**config.mk**
```make
export PLATFORM = sky130hd
export DESIGN_NAME = ws2812b_rx
export DESIGN_NICKNAME = d
export VERILOG_FILES = /design/src/rtl/ws2812b_pkg.sv /design/src/rtl/ws2812b_rx_sync_edge.sv /design/src/rtl/ws2812b_rx.sv
export SDC_FILE = /design/constraint.sdc
export NUM_CORES = 1
export LEC_CHECK = 0
export BUFFER_PORTS_ARGS = -buffer_cell sky130_fd_sc_hd__buf_2
export CAP_MARGIN = 10
export CORE_ASPECT_RATIO = 0.8
export CORE_MARGIN = 5
export CORE_UTILIZATION = 40
export CTS_CLUSTER_DIAMETER = 120
export DETAILED_ROUTE_END_ITERATION = 10
export HOLD_SLACK_MARGIN = 0.06
export PLACE_DENSITY = 0.54
export SYNTH_ARGS = -nofsm -noshare
export SYNTH_HDL_FRONTEND = slang
export SYNTH_HIERARCHICAL = 1
export SYNTH_SLANG_ARGS = --single-unit
```
**constraint.sdc**
```tcl
create_clock -name clk -period 3.55 [get_ports clk]
set_clock_uncertainty 0.15 [all_clocks]
set_input_delay 0.71 -clock clk [delete_from_list [all_inputs] [get_ports clk]]
set_output_delay 0.71 -clock clk [all_outputs]
set_load 0.01 [all_outputs]
```
**src/rtl/ws2812b_pkg.sv**
```systemverilog
// Shared WS2812B definitions: FSM state encoding, pixel word layout and the
// default timing thresholds. The transmit side uses the same constants.
package ws2812b_pkg;

  typedef enum logic [1:0] {
    S_LOW  = 2'd0,
    S_HIGH = 2'd1,
    S_ERR  = 2'd2
  } rx_state_t;

  localparam int PIXEL_W = 24;
  typedef logic [PIXEL_W-1:0] pixel_t;

  // Bit offsets of the colour fields inside a {G,R,B} pixel word
  localparam int G_LSB = 16;
  localparam int R_LSB = 8;
  localparam int B_LSB = 0;

  // Timing thresholds in 12 MHz clk cycles
  localparam int DEF_BIT_THRESH   = 8;
  localparam int DEF_MIN_HIGH     = 2;
  localparam int DEF_MAX_HIGH     = 30;
  localparam int DEF_RESET_CYCLES = 600;
  localparam int DEF_IDX_W        = 6;

  // Assemble a pixel word from its colour channels
  function automatic pixel_t pack_grb(input logic [7:0] g, input logic [7:0] r,
                                      input logic [7:0] b);
    pixel_t p;
    p = '0;
    p[G_LSB +: 8] = g;
    p[R_LSB +: 8] = r;
    p[B_LSB +: 8] = b;
    return p;
  endfunction

endpackage

```
**src/rtl/ws2812b_rx_sync_edge.sv**
```systemverilog
// sync_edge block: two-flop synchronizer for an asynchronous input plus
// single-cycle rise/fall pulses derived from the synchronized level.
module ws2812b_rx_sync_edge (
  input  logic clk,
  input  logic reset,
  input  logic din,
  output logic level,
  output logic rise,
  output logic fall
);

  logic meta;
  logic sync;
  logic sync_d;

  // Synchronizer chain plus one delayed copy used for edge detection
  always_ff @(posedge clk) begin
    if (reset) begin
      meta   <= 1'b0;
      sync   <= 1'b0;
      sync_d <= 1'b0;
    end else begin
      meta   <= din;
      sync   <= meta;
      sync_d <= sync;
    end
  end

  assign level = sync;
  assign rise  = sync & ~sync_d;
  assign fall  = ~sync & sync_d;

endmodule

```
**src/rtl/ws2812b_rx.sv**
```systemverilog
// WS2812B receiver: decodes the single-wire NRZ stream into 24-bit {G,R,B}
// pixel words with a per-frame index and frame-boundary strobes.
// Optional macro WS2812B_RX_FORWARD_EN adds a daisy-chain forwarding output
// 'dout' that repeats the line once the first pixel of a frame is consumed.
module ws2812b_rx
  import ws2812b_pkg::*;
#(
  parameter int BIT_THRESH   = DEF_BIT_THRESH,
  parameter int MIN_HIGH     = DEF_MIN_HIGH,
  parameter int MAX_HIGH     = DEF_MAX_HIGH,
  parameter int RESET_CYCLES = DEF_RESET_CYCLES,
  parameter int IDX_W        = DEF_IDX_W
) (
  input  logic               clk,
  input  logic               reset,
  input  logic               din,
  output logic [PIXEL_W-1:0] pixel_data,
  output logic               pixel_valid,
  output logic [IDX_W-1:0]   pixel_index,
  output logic               frame_done,
  output logic               partial,
  output logic               bit_error
`ifdef WS2812B_RX_FORWARD_EN
  ,
  output logic               dout
`endif
);

  localparam int LOW_W = $clog2(RESET_CYCLES + 1);
  localparam int HI_W  = $clog2(MAX_HIGH + 1);

  // The high counter starts at 0 on the rising edge, so a pulse of N cycles
  // shows a count of N-1 when its falling edge is seen.
  localparam logic [LOW_W-1:0] LOW_LAST  = LOW_W'(RESET_CYCLES - 1);
  localparam logic [LOW_W-1:0] LOW_SAT   = LOW_W'(RESET_CYCLES);
  localparam logic [HI_W-1:0]  HI_MIN    = HI_W'(MIN_HIGH - 1);
  localparam logic [HI_W-1:0]  HI_ONE    = HI_W'(BIT_THRESH - 1);
  localparam logic [HI_W-1:0]  HI_ERR    = HI_W'(MAX_HIGH - 2);
  localparam logic [4:0]       LAST_BIT  = 5'd23;

  logic             din_sync;
  logic             din_rise;
  logic             din_fall;

  rx_state_t        state;
  logic [LOW_W-1:0] low_cnt;
  logic [HI_W-1:0]  hi_cnt;
  logic [4:0]       bit_cnt;
  pixel_t           shreg;
  logic             emit_pending;
  logic [IDX_W-1:0] next_index;

  logic             frame_latch;
  logic             bit_accept;
  logic             word_done;

  ws2812b_rx_sync_edge u_sync (
    .clk   (clk),
    .reset (reset),
    .din   (din),
    .level (din_sync),
    .rise  (din_rise),
    .fall  (din_fall)
  );

  assign frame_latch = (state == S_LOW) && (low_cnt == LOW_LAST);
  assign bit_accept  = (state == S_HIGH) && din_fall && (hi_cnt >= HI_MIN);
  assign word_done   = bit_accept && (bit_cnt == LAST_BIT);

  // Pulse-width decoder, pixel assembly and frame latching
  always_ff @(posedge clk) begin
    if (reset) begin
      state        <= S_LOW;
      low_cnt      <= '0;
      hi_cnt       <= '0;
      bit_cnt      <= '0;
      shreg        <= '0;
      emit_pending <= 1'b0;
      next_index   <= '0;
      pixel_data   <= '0;
      pixel_valid  <= 1'b0;
      pixel_index  <= '0;
      frame_done   <= 1'b0;
      partial      <= 1'b0;
      bit_error    <= 1'b0;
    end else begin
      pixel_valid <= 1'b0;
      frame_done  <= 1'b0;

      if (emit_pending) begin
        emit_pending <= 1'b0;
        pixel_data   <= shreg;
        pixel_valid  <= 1'b1;
        pixel_index  <= next_index;
        next_index   <= next_index + 1'b1;
      end

      case (state)
        S_LOW: begin
          if (frame_latch) begin
            low_cnt     <= LOW_SAT;
            frame_done  <= 1'b1;
            partial     <= (bit_cnt != 5'd0);
            bit_cnt     <= '0;
            pixel_index <= '0;
            next_index  <= '0;
            bit_error   <= 1'b0;
          end else if (low_cnt != LOW_SAT) begin
            low_cnt <= low_cnt + 1'b1;
          end
          if (din_rise) begin
            state  <= S_HIGH;
            hi_cnt <= '0;
          end
        end

        S_HIGH: begin
          if (din_fall) begin
            state <= S_LOW;
            if (bit_accept) begin
              shreg   <= {shreg[PIXEL_W-2:0], (hi_cnt >= HI_ONE)};
              low_cnt <= '0;
              if (word_done) begin
                bit_cnt      <= '0;
                emit_pending <= 1'b1;
              end else begin
                bit_cnt <= bit_cnt + 1'b1;
              end
            end
          end else if (hi_cnt == HI_ERR) begin
            bit_error <= 1'b1;
            bit_cnt   <= '0;
            state     <= S_ERR;
          end else begin
            hi_cnt <= hi_cnt + 1'b1;
          end
        end

        S_ERR: begin
          if (!din_sync) begin
            state   <= S_LOW;
            low_cnt <= '0;
          end
        end

        default: state <= S_LOW;
      endcase
    end
  end

`ifdef WS2812B_RX_FORWARD_EN
  logic fwd_active;

  // Forwarding opens once this node has consumed its own pixel and closes at frame end
  always_ff @(posedge clk) begin
    if (reset) begin
      fwd_active <= 1'b0;
    end else if (frame_latch) begin
      fwd_active <= 1'b0;
    end else if (word_done) begin
      fwd_active <= 1'b1;
    end
  end

  assign dout = fwd_active & din_sync;
`endif

endmodule
```
# After elaboration in Yosys (flattened, before gate mapping)
# Cells that the tools add are included.
[op_classes]
bitwise = 8
n_addsub = 4
n_reduce_logical = 17
eq_ne = 17
n_mux = 34
order_cmp = 2
[op_table]
columns = ["cell", "n"]
rows = [
  ["$mux W10", 5],
  ["$mux W5", 8],
  ["$mux W6", 6],
  ["$pmux W10 S3", 1],
  ["$pmux W5 S2", 2],
  ["$ne A2 B2 Y1 const B", 7],
  ["$reduce_and A4 Y1", 3],
  ["$add A10 B1 Y10 const B", 1],
  ["$add A5 B1 Y5 const B", 2],
  ["$eq A10 B10 Y1 const B", 1],
  ["$eq A5 B5 Y1 const B", 2],
  ["$ne A10 B10 Y1 const B", 1],
  ["$mux W2", 4],
  ["$add A6 B1 Y6 const B", 1],
  ["$mux W1", 6],
  ["$ne A3 B2 Y1 const B", 2],
  ["$not A1 Y1", 6],
  ["$pmux W2 S3", 1],
  ["$reduce_and A3 Y1", 2],
  ["$ge A5 B1 Y1 const B", 1],
  ["$ge A5 B3 Y1 const B", 1],
  ["$reduce_and A5 Y1", 1],
  ["$reduce_bool A5 Y1", 1],
  ["$logic_and A1 B1 Y1", 4],
  ["12 further kinds", 13],
]
[word_totals]
register_bits = 90
output_inout_bits = 34
input_bits = 3
elab_cells = 98

# Logic depth before layout (Yosys ltp)
[depth]
depth_word = 9
mapped_depth = 9
ltp_nobuf = 7

# Modules after synthesis
# The synthesis kept the hierarchy.
[modules_own_cells]
columns = ["module", "seq_area_each_um2", "n_inst", "cells_per_inst", "area_each_um2"]
rows = [
  ["ws2812b_rx", 1741.7, 1, 420, 3686.0],
  ["ws2812b_rx_sync_edge", 60.1, 1, 8, 91.3],
]

# Least setup slack after synthesis
# OpenSTA, ideal clock, no wires.
[synth_timing]
kind = "register to register"
start = "register state[0]"
end = "register bit_cnt[2]"
path_buffers = 0
setup_time_ns = 0.070
slack_ns = 1.440
path_stages_with_launch = 8
required_time_ns = 3.330
arrival_ns = 1.889
cell_sequence = "dfxtp_1 inv_1 ha_1 and4bb_2 nand3_4 a221o_2 or4_1 a21oi_1"
[synth_between]
elab_chain_len = 8
word_cells_on_any_way = 15
[synth_lines]
columns = ["element", "line", "source"]
rows = [
  ["start: declaration", "ws2812b_rx.sv:45", "rx_state_t state;"],
  ["start signal: assignment", "ws2812b_rx.sv:73", "state <= S_LOW;"],
  ["start signal: assignment", "ws2812b_rx.sv:112", "state <= S_HIGH;"],
  ["start signal: assignment", "ws2812b_rx.sv:119", "state <= S_LOW;"],
  ["$eq A2 B1 Y1", "ws2812b_rx.sv:67, ws2812b_rx.sv:98", ""],
  ["$logic_and A1 B1 Y1 (2 in series)", "ws2812b_rx.sv:67", "assign bit_accept = (state == S_HIGH) && din_fall && (hi_cnt >= HI_MIN);"],
  ["$logic_and A1 B1 Y1", "ws2812b_rx.sv:68", "assign word_done = bit_accept && (bit_cnt == LAST_BIT);"],
  ["$mux W5", "ws2812b_rx.sv:123", "if (word_done) begin"],
  ["$mux W5", "ws2812b_rx.sv:120", "if (bit_accept) begin"],
  ["$mux W5", "ws2812b_rx.sv:118", "if (din_fall) begin"],
  ["$pmux W5 S2", "ws2812b_rx.sv:98", "case (state)"],
  ["end signal: assignment", "ws2812b_rx.sv:127", "bit_cnt <= bit_cnt + 1'b1;"],
  ["end: declaration", "ws2812b_rx.sv:48", "logic [4:0] bit_cnt;"],
]
# Parallel ways exist; a longest one is shown, timed or not. The select of a mux whose other input is x is not followed.
# A chain may end at the register's enable or synchronous reset.

# Worst setup path in the final report
[layout_timing]
start = "register hi_cnt[1]"
end = "register shreg[15]"
[layout_between]
elab_chain_len = 3
[layout_lines]
columns = ["element", "line", "source"]
rows = [
  ["start: declaration", "ws2812b_rx.sv:47", "logic [HI_W-1:0] hi_cnt;"],
  ["start signal: assignment", "ws2812b_rx.sv:135", "hi_cnt <= hi_cnt + 1'b1;"],
  ["$ge A5 B1 Y1", "ws2812b_rx.sv:67", ""],
  ["$logic_and A1 B1 Y1", "ws2812b_rx.sv:67", ""],
  ["$reduce_and A3 Y1 (no line)", "-", ""],
  ["end signal: assignment", "ws2812b_rx.sv:121", "shreg <= {shreg[PIXEL_W-2:0], (hi_cnt >= HI_ONE)};"],
  ["end: declaration", "ws2812b_rx.sv:49", "pixel_t shreg;"],
]
# No other way between the ends.

==> out/qor.yml <==
pwr:
  peakVddDrop_v: 0.000334
  pwr-share-clk_pct: 38.3
  swShare_pct: 27.0
  p_leak_uw: 0.00164
  pwr-share-seq_pct: 45.4
  powerDensity_nw_per_um2: 543
  switchingPower_uw: 635
  power_frac_comb_pct: 16.3
  p_int_uw: 1710
worst_setup_path:
  path_class: "reg -> reg"
  worstPathMaxFanout: 24
  worstSetupStartpointType: "flip-flop"
  cp.arrival_ns: 2.59
  cp-end-kind: "flip-flop"
  required_ns: 3.66
sta:
  rsz0062_at_grt: "false"
  report.final.setup_viol: 0
  fmax_ghz: 0.402
  post-route-min-period_ns: 2.48
  slew_headroom_pct: 39.9
  timing.final.crit_share_pct: 70.0
  fin_tns_setup_ns: 0
  tightest_slew_ns: 0.901
  hold_viol_final: 0
  maxSlewViolCount: 0
  setup_slack_ns: 1.07
synth:
  ys_warn_count: 6
  ys_top_cells_by_count: "90 x dfxtp_1, 63 x nand2_1, 60 x nor2_1"
  synth_edf_count: 0
  syn_area_um2: 3780
  postSynth.asyncResetShare_pct: 0
  ys.flop_type: "dfxtp_1"
  synth_nets: 444
  synthCells: 428
  yosysSeqAreaShare_pct: 47.7
  yosysUniqueCellTypes: 48
  synth_most_common_cell: "dfxtp_1"
  yosysTopAreaCell: "dfxtp_1"
  synth_top_area_share_pct: 47.7
  ys_ff_latch: 90
  avgSynthCellArea_um2: 8.83
  yosys-top-cells-area: "dfxtp_1 48%, mux2i_1 8.7%, nand2_1 6.3%"
route:
  routedWlPerCell_um: 13.2
  num_vias: 2900
  drt_iter0_markers: 136
  drt-total-wl_mm: 7.58
  drc_errors: 0
  vias_per_cell: 5.04
  first_pass_iters: 4
  ant_nets: 0
global_routing:
  grt_pass1_wl_mm: 13.1
  grt_max_degree: 49
  grt_util_all_layers_pct: 13.4
  grt_antenna_before_repair: 0
  overflow: 0
  grt_pass1_vias: 2709
run:
  maxCapViolCount: 0
floorplanning:
  dieArea_um2: 11500
  die_w_um: 119
  dieHeight_um: 96.9
  core_um2: 9150
  num_rows: 31
  io_pins: 37
  initial_core_util_pct: 41.3
clock_tree:
  hold_buffers: 0
  cts_root_buffer: "clkbuf_16"
  clock-sinks: 90
  h-tree-depth: 3
  clk_pin_slew_worst_paths_ns: 0.06
  cts_tree: "yes"
  numCtsBuffers: 9
  cts_resized: 0
  clk_latency_ns: 0.33
  cts_setup_buffers: 0
  ctsLongestPathBuffers: 2
layout:
  nets: 473
  n_antenna_cell: 0
  layout-drive-gt1-share_pct: 13.0
  syn_to_final_growth_pct: 14.5
  fill_cells: 873
run_status:
  outcome: "complete, no violations"
placed_design:
  place_ws_ns: 1.03
  globalplace.congestion: 0.781
  place_hpwl_mm: 5.06
  port-buffer-count: 36
min_path:
  hold_path_class: "reg -> reg"
-- power groups by stage --
| stage | Combinational [µW] | Clock [µW] | Sequential [µW] |
|---|---|---|---|
| 6_report | 383 | 900 | 1070 |
| 3_3_place_gp | 377 | 0 | 1090 |
| 2_1_floorplan | 310 | 0 | 1080 |
| 3_5_place_dp | 383 | 0 | 1090 |
| 5_1_grt | 436 | 973 | 1070 |
| 4_1_cts | 385 | 925 | 1060 |
-- worst max-delay path: stages (launching register included) --
cell,delay (ns)
dfxtp_1,0.37
inv_1,0.09
ha_1,0.18
or4_4,0.43
nor3_2,0.17
nand2b_1,0.73
nand2_1,0.12
a21oi_1,0.16
-- metrics by stage --
stage | power [µW] | utilization (%) | instance area, µm² | hold slack (ns) | cells
floorplan | 1390 | - | 3780 | 0.264 | 428
global placement | 1460 | 44.3 | 4050 | 0.270 | 561
detailed placement | 1470 | 44.3 | 4050 | 0.280 | 561
CTS | 2370 | 47.3 | 4330 | 0.293 | 575
global route | 2480 | 47.3 | 4330 | 0.313 | 575
finish | 2350 | 47.3 | 4330 | 0.289 | 575
-- cells in the final DEF, fill, tap and decap left out, types with 2 or more instances in the layout --
cell and instances:
dfxtp_1 89, nand2_1 63, nor2_1 60, a21oi_1 41
buf_2 36, mux2i_1 33, ha_1 13, nand3_1 12
inv_1 10, clkbuf_16 9, nor2b_1 8, nor3_1 7
nand2b_1 6, xor2_1 6, o21a_1 5, a31oi_1 4
o21ai_0 4, o21ai_1 4, and2_1 3, a21o_1 3
xnor2_1 3, and4_1 2, o211ai_1 2, and3b_1 2
or2b_1 2, o2111ai_1 2, nand4_1 2, or4_1 2
clkbuf_1 2, buf_4 2
-- cell families (layout without fill, tap and decap cells) --
group	count (synthesis)	after routing	share of synthesized area, %
AOI/OAI and AO/OA	74	74	11.8
xor gates and xnor gates	9	9	2.09
adders and majority gates	13	13	4.31
buffers and inverters	31	63	3.28
DFF	90	90	47.7
muxes	34	34	9.04
and+or+nand+nor	177	177	21.8
-- sequential cells by signal, summed over array words and instances (netlist names) --
| signal | flops |
|---|---|
| shreg | 24 |
| next_index | 6 |
| u_sync/level | 1 |
| emit_pending | 1 |
| u_sync/sync_d | 1 |
| frame_done | 1 |
| partial | 1 |
| low_cnt | 10 |
| bit_error | 1 |
| bit_cnt | 5 |
| state | 2 |
| hi_cnt | 5 |
| pixel_data | 24 |
| pixel_valid | 1 |
| u_sync/meta | 1 |
| pixel_index | 6 |
-- layout make-up --
type | count | area, µm² | share of cell area, %
well taps | 115 | 144 | 3.33
clock inverters | 3 | 42.5 | 0.983
flip-flops and latches | 90 | 1800 | 41.7
clock buffers | 11 | 233 | 5.38
multi-input cells | 307 | 1850 | 42.8
repair buffers | 39 | 215 | 4.97
inverters | 10 | 37.5 | 0.868
-- path summary, 6_finish.rpt --
| kind | startpoint | to | slack [ns] | depth (start not counted) |
|---|---|---|---|---|
| max | hi_cnt[1] | shreg[15] | 1.07 | 7 |
| min | u_sync/meta | u_sync/level | 0.29 | 1 |
| max reg2reg | hi_cnt[1] | shreg[15] | 1.07 | 7 |
| min reg2reg | u_sync/meta | u_sync/level | 0.29 | 1 |
-- routing by layer --
| layer | share of wire, % | global-route usage (%) | vias up |
|---|---|---|---|
| met3 | 3.2 | 4.26 | 4 |
| met1 | 53 | 19.1 | 1340 |
| met2 | 43 | 19.7 | 43 |
| met4 | 0.51 | 3.21 | 0 |
| li1 | - | - | 1513 |
| met5 | 0 | 0 | - |
(Power assumes the default switching activity.)
